==> config.mk <==
export PLATFORM = sky130hd
export DESIGN_NAME = tx_resp_ctrl
export DESIGN_NICKNAME = d
export VERILOG_FILES = /design/src/rtl/sys_ctrl_pkg.sv /design/src/rtl/resp_byte_shifter.sv /design/src/rtl/tx_resp_ctrl.sv
export SDC_FILE = /design/constraint.sdc
export NUM_CORES = 1
export LEC_CHECK = 0
export ABC_AREA = 1
export CORE_UTILIZATION = 46
export CTS_CLUSTER_SIZE = 24
export DETAILED_ROUTE_END_ITERATION = 10
export PLACE_DENSITY = 0.75
export SLEW_MARGIN = 10
export SYNTH_ARGS = -nofsm -noshare
export SYNTH_HDL_FRONTEND = slang
export SYNTH_SLANG_ARGS = --single-unit
export TNS_END_PERCENT = 30
==> constraint.sdc <==
create_clock -name CLK -period 1.8 [get_ports CLK]
set_input_delay 0.18 -clock CLK [delete_from_list [all_inputs] [get_ports CLK]]
set_output_delay 0.18 -clock CLK [all_outputs]
set_load 0.01 [all_outputs]
==> src/rtl/sys_ctrl_pkg.sv <==
// Shared definitions for the system controller: response FSM states, default
// datapath widths and the command opcodes understood by the RX command side.
package sys_ctrl_pkg;

    localparam int DATA_WIDTH_DEF    = 8;
    localparam int ALU_OUT_WIDTH_DEF = 16;

    typedef enum logic [1:0] {
        ST_IDLE      = 2'd0,
        ST_SEND      = 2'd1,
        ST_WAIT_DONE = 2'd2
    } resp_state_e;

    localparam logic [7:0] CMD_RF_WR     = 8'hAA;
    localparam logic [7:0] CMD_RF_RD     = 8'hBB;
    localparam logic [7:0] CMD_ALU_OPER  = 8'hCC;
    localparam logic [7:0] CMD_ALU_NOPER = 8'hDD;

endpackage

==> src/rtl/resp_byte_shifter.sv <==
// Holding register plus remaining-byte counter for one captured response.
// Presents the low byte and shifts the next byte down on each accepted transfer.
module resp_byte_shifter #(
    parameter int DATA_WIDTH    = 8,
    parameter int ALU_OUT_WIDTH = 16,
    parameter int CNT_W         = 2
) (
    input  logic                     clk,
    input  logic                     rst,
    input  logic                     load,
    input  logic [ALU_OUT_WIDTH-1:0] load_data,
    input  logic [CNT_W-1:0]         load_count,
    input  logic                     shift,
    output logic [DATA_WIDTH-1:0]    byte_out,
    output logic                     empty
);

    logic [ALU_OUT_WIDTH-1:0] hold;
    logic [CNT_W-1:0]         rem;

    always_ff @(posedge clk or posedge rst) begin
        if (rst) begin
            hold <= '0;
            rem  <= '0;
        end else if (load) begin
            hold <= load_data;
            rem  <= load_count;
        end else if (shift) begin
            hold <= hold >> DATA_WIDTH;
            rem  <= rem - CNT_W'(1);
        end
    end

    assign byte_out = hold[DATA_WIDTH-1:0];
    assign empty    = (rem == '0);

endmodule

==> src/rtl/tx_resp_ctrl.sv <==
// Captures register-read and ALU results and feeds them LSB byte first into the
// UART transmitter over a VALID/BUSY handshake; drops strobes arriving while busy.
module tx_resp_ctrl
    import sys_ctrl_pkg::*;
#(
    parameter int DATA_WIDTH    = DATA_WIDTH_DEF,
    parameter int ALU_OUT_WIDTH = ALU_OUT_WIDTH_DEF
) (
    input  logic                     CLK,
    input  logic                     RST,
    input  logic [DATA_WIDTH-1:0]    RdData,
    input  logic                     RdData_Valid,
    input  logic [ALU_OUT_WIDTH-1:0] ALU_OUT,
    input  logic                     ALU_OUT_Valid,
    input  logic                     TX_Busy,
    output logic [DATA_WIDTH-1:0]    TX_P_DATA,
    output logic                     TX_D_VLD,
    output logic                     RESP_BUSY,
    output logic                     OVERRUN,
    output resp_state_e              dbg_state
);

    localparam int ALU_BYTES = ALU_OUT_WIDTH / DATA_WIDTH;
    localparam int CNT_W     = $clog2(ALU_BYTES) + 1;

    generate
        if (ALU_OUT_WIDTH % DATA_WIDTH != 0) begin : g_width_check
            $error("tx_resp_ctrl: ALU_OUT_WIDTH must be a multiple of DATA_WIDTH");
        end
    endgenerate

    // Handshake: TX_D_VLD stays high with TX_P_DATA stable until TX_Busy is
    // sampled high (byte taken); the next byte is offered only after TX_Busy
    // is sampled low again.
    resp_state_e              state, next_state;
    logic                     load, shift, empty, ovr_nxt;
    logic [ALU_OUT_WIDTH-1:0] load_data;
    logic [CNT_W-1:0]         load_count;

    resp_byte_shifter #(
        .DATA_WIDTH   (DATA_WIDTH),
        .ALU_OUT_WIDTH(ALU_OUT_WIDTH),
        .CNT_W        (CNT_W)
    ) u_shifter (
        .clk       (CLK),
        .rst       (RST),
        .load      (load),
        .load_data (load_data),
        .load_count(load_count),
        .shift     (shift),
        .byte_out  (TX_P_DATA),
        .empty     (empty)
    );

    always_ff @(posedge CLK or posedge RST) begin
        if (RST) begin
            state     <= ST_IDLE;
            TX_D_VLD  <= 1'b0;
            RESP_BUSY <= 1'b0;
            OVERRUN   <= 1'b0;
        end else begin
            state     <= next_state;
            TX_D_VLD  <= (next_state == ST_SEND);
            RESP_BUSY <= (next_state != ST_IDLE);
            OVERRUN   <= ovr_nxt;
        end
    end

    always_comb begin
        next_state = state;
        case (state)
            ST_IDLE:      if (ALU_OUT_Valid || RdData_Valid) next_state = ST_SEND;
            ST_SEND:      if (TX_Busy) next_state = ST_WAIT_DONE;
            ST_WAIT_DONE: if (!TX_Busy) next_state = empty ? ST_IDLE : ST_SEND;
            default:      next_state = ST_IDLE;
        endcase
    end

    always_comb begin
        load       = 1'b0;
        shift      = 1'b0;
        load_data  = ALU_OUT_WIDTH'(RdData);
        load_count = CNT_W'(1);
        ovr_nxt    = 1'b0;
        case (state)
            ST_IDLE: begin
                // ALU result takes priority; a simultaneous read is the dropped one
                if (ALU_OUT_Valid) begin
                    load       = 1'b1;
                    load_data  = ALU_OUT;
                    load_count = CNT_W'(ALU_BYTES);
                    ovr_nxt    = RdData_Valid;
                end else if (RdData_Valid) begin
                    load = 1'b1;
                end
            end
            ST_SEND: begin
                shift   = TX_Busy;
                ovr_nxt = ALU_OUT_Valid || RdData_Valid;
            end
            ST_WAIT_DONE: ovr_nxt = ALU_OUT_Valid || RdData_Valid;
            default: ;
        endcase
    end

    assign dbg_state = state;

endmodule

Yosys cells after proc, flatten, opt, wreduce, memory -nomap -nowiden. Index checks and enable logic that the tools add are counted.

Register bits after elaboration: 23. Latch bits: 0. RAM bits: 0. ROM bits: 0. Input port bits: 29. Output and inout port bits: 13. Logic and storage cells: 35. Memories kept: 0.

$add $sub $neg: 1. $mul: 0. Divide/modulo/power cells: 0. Magnitude comparators: 0. Eq/ne operators: 3. Shift-type cells: 0. Multiplexer cells: 19. Bitwise gates (word level): 0. Reductions and logical operators: 6.

Operators with widths (count): 2-to-1 mux 16 bit (4); 2-to-1 mux 2 bit (7); 2-to-1 mux 1 bit (6); one-hot mux 2 bit (3 select lines) (1); equality test 2 x 1 -> 1 bit, second input constant (2); logical NOT 2 bit (2); nonzero test 2 bit (2); equality test 2 bit, second input constant (1); one-hot mux 1 bit (2 select lines) (1); OR reduction 2 bit (1); subtractor 2 x 1 -> 2 bit, second input constant (1); logical OR 1 bit (1).

Longest topological paths before layout.
Depth after elaboration: 5. Depth in mapped cells: 9. Depth with buffers taken out: 8.

Modules after synthesis. From an unflattened synthesis, not the netlist that was laid out.

Cells, all modules: 184. Area total of the unflattened synthesis: 1343.8 um^2.

Modules (own cells, without submodules): resp_byte_shifter (times used 1, cells each 100, area each 859.6 um^2, seq. area each 450.4 um^2); tx_resp_ctrl (times used 1, cells each 84, area each 484.2 um^2, seq. area each 125.1 um^2).

Worst setup path before layout. No wires, ideal clock.

Kind: register -> register. From: reg state[0], in the netlist dbg_state[0]. To: reg u_shifter.rem[0]. Setup time: 0.121 ns. Arrival time: 1.400 ns. Required time: 1.679 ns. Setup slack: 0.279 ns. Stages on the path, launching flop included: 9. Path buffers: 1. Clock period less this slack: 1.521 ns. Path through: dfrtp_1 -> inv_1 -> ha_1 -> o21ai_4 -> nand2_4 -> inv_2 -> buf_6 -> nand2_1 -> o21ai_1.

Cells in the longest elaborated chain, start to end: 3. Elaborated cells on any way between the ends: 7. Those cells by class: eq/ne: 1; mux: 4; reduce/logical: 2.

Ends and longest elaborated chain: from (decl) (line tx_resp_ctrl.sv:35) `resp_state_e state, next_state;`; from (signal assigned) (line tx_resp_ctrl.sv:62) `state <= next_state;`; equality test 2 x 1 -> 1 bit / logical NOT 2 bit (equally long branches) (line tx_resp_ctrl.sv:85) `case (state)`; 2-to-1 mux 1 bit / 2-to-1 mux 2 bit (equally long branches) (line tx_resp_ctrl.sv:85); nonzero test 2 bit (no line) / 2-to-1 mux 2 bit (equally long branches); to (signal assigned) (line resp_byte_shifter.sv:27) `rem <= load_count;`; to (signal assigned) (line resp_byte_shifter.sv:30) `rem <= rem - CNT_W'(1);`; to (decl) (line resp_byte_shifter.sv:19) `logic [CNT_W-1:0] rem;`.

Several ways; a longest one is shown, not always the timed one. A chain may end at the register's enable or synchronous reset.

Worst setup path after layout.
From: reg state[0], in the netlist dbg_state[0]. To: reg u_shifter.rem[1].

The elaborated chain is that of the path after synthesis.

==> reports/results.ini <==
[outcome]
status = finished clean

[synthesis]
syn_area_mm2 = 0.00137
syn-num-nets = 216
ys_types = 17
synth_top_cell_area_share_pct = 42.0
synth_seq_area_share_pct = 42.0
syn_area_per_cell_um2 = 7.57
ys_ff_latch = 23
ys_warn_count = 0
synth_area_leaders = dfrtp_1 42%, nand2_1 16%, inv_1 9.9%
yosysTopAreaCell = dfrtp_1
netlist_instances = 181

[global_route]
grt_usage_pct = 19.1
overflow = 0
grt_pass1_vias = 1100
grt_pass1_wl_um = 4810
antenna_found_initial = 0
grt_max_degree = 24

[sta]
period_needed_ns = 1.67
finalCritPeriodShare_pct = 92.5
fmax_mhz = 600
finalHoldViolCount = 0
drv_slew = 0
finalSetupTns_ns = 0
worstMarginPinSlew_ns = 0.339
rsz0062_at_grt = no
setup_violations = 0
max_slew_margin_pct = 77.3
skew_ns = 0.0106

[clock_network]
clockBufferDepth = 2
hold_buffers = 0
insertion_delay_ns = 0.31
root_buffer = clkbuf_4
cts_tree = done
post_cts_buffers = 0
cts_buffers = 3
clk_pin_slew_ns = 0.14
htreeDepth = 1
cts_sinks = 23
cts_resized = 0

[drt]
met1_length_um = 1140
ant_nets = 0
avgViaCountPerCell = 4.85
first_iter_violations = 45
drtPass1Iterations = 4
wl_met3_um = 208
top_layer_used = met4
route.detailed.drc = 0
wl_met2_um = 1380
drt_wl_total_um = 2740
vias = 1202
routedWlPerCell_um = 11.0

[critical_path]
worstPathMaxFanout = 11
rrSetupSlack_ns = 0.13
cp-end-kind = flop
start_kind = flop
timing_worst_setup_path_type = flop to flop
crit_arrival_ns = 1.88
required_ns = 2.01

[flow_run]
drv_cap = 0

[placement]
place_hpwl_um = 2190
port_buffers = 41
gp_congestion = 0.753
dp.cells = 244

[finish]
area_growth_pct = 29.0
nets = 253
diodes = 0
layout.cells.non_filler = 248
drive_gt1_share_pct = 5.99
fill_cells = 262

[floorplan]
start_util_pct = 49.3
num_rows = 19
num_io_pins = 42
die_h_um = 56.6
core_area_mm2 = 0.00278
die-area_mm2 = 0.00320
dieWidth_um = 56.6

[power]
max-vdd-ir-drop_uv = 1000
finalPower_w = 0.00248
leakagePower_nw = 0.960
power.density_mw_per_mm2 = 1400

[hold_path]
hp-class = primary input to async pin

## cells in the mapped netlist
cell       n
inv_1     36
nor2_1     3
inv_2      2
clkinv_1   1
buf_6      3
nor2_8     1
nand3_1   14
o21ai_1    6
dfrtp_1   23
o21ai_0   15
o21ai_4    1
buf_4      8
nand2_1   58
nand2_4    2
nor2_4     1
a21oi_1    1
ha_1       6
## final timing paths
check	from	endpoint	cells past startpoint
min in group CLK	ALU_OUT[9]	u_shifter.hold[9]$_DFFE_PP0P_	3
hold / removal	RST	u_shifter.hold[2]$_DFFE_PP0P_	3
max in group asynchronous	RST	OVERRUN$_DFF_PP0_	3
setup reg to reg	dbg_state[0]$_DFF_PP0_	u_shifter.rem[1]$_DFFE_PP0P_	6
setup / recovery	dbg_state[0]$_DFF_PP0_	u_shifter.rem[1]$_DFFE_PP0P_	6
hold reg to reg	u_shifter.hold[12]$_DFFE_PP0P_	u_shifter.hold[12]$_DFFE_PP0P_	2
## sequential cells by signal, summed over array words and instances (netlist names)
signal          cells
u_shifter.hold     16
TX_D_VLD            1
dbg_state           2
u_shifter.rem       2
OVERRUN             1
RESP_BUSY           1
## power by group
| part | leakage (nW) | total, W | internal, W | switching, W |
|---|---|---|---|---|
| clock | 0.0177 | 0.000241 | 0.0000828 | 0.000158 |
| combinational | 0.657 | 0.00135 | 0.000611 | 0.000737 |
| sequential | 0.285 | 0.000891 | 0.000755 | 0.000136 |
| total | 0.960 | 0.00248 | 0.00145 | 0.00103 |
## cell usage in the layout, fill, tap and decap left out, drive strengths merged
cell / n
nand2: 60
nor2: 5
dfrtp: 23
ha: 6
nand3: 14
a21oi: 1
o21ai: 22
clkbuf: 3
inv: 38
clkinv: 2
buf: 2
clkdlybuf4s50: 41
## kinds of logic after synthesis
family / count (synthesis) / synth area share, %
AOI/OAI and AO/OA: 23 / 9.22
DFF: 23 / 42.0
and+or+nand+nor: 79 / 25.8
buffers and inverters: 50 / 17.5
adders and majority gates: 6 / 5.48
## stage by stage
stage | util (%) | hold slack [ns] | cell area, um^2 | setup WS [ns]
6_report | 63.6 | 0.185 | 1770 | 0.134
3_3_place_gp | 62.6 | 0.451 | 1740 | 0.233
5_1_grt | 63.6 | 0.216 | 1770 | 0.0174
2_1_floorplan | - | 0.182 | 1370 | 0.279
4_1_cts | 63.6 | 0.200 | 1770 | 0.136
3_5_place_dp | 62.6 | 0.456 | 1740 | 0.140
## worst max-delay path, stage by stage (launching register included)
cell and delay (ns):
dfrtp_1 0.46, inv_1 0.12, ha_1 0.32, nand2_4 0.16
clkinv_1 0.24, a21oi_1 0.19, o21ai_1 0.07
## layer usage
| metal | track usage [%] | vias up |
|---|---|---|
| met5 | 0 | - |
| met4 | 3.83 | 0 |
| met3 | 3.69 | 2 |
| met2 | 33.6 | 51 |
| met1 | 24.5 | 542 |
| li1 | - | 607 |
## area by class of cell
cell class              count  area, um^2  area share (%)
flip-flops and latches     23         576            32.6
well taps                  31        38.8            2.19
repair buffers             43         425            24.1
multi-input cells         108         554            31.4
clock inverters             1        5.00           0.283
clock buffers               3        22.5            1.27
inverters                  39         146            8.28
(Power assumes the default switching activity.)
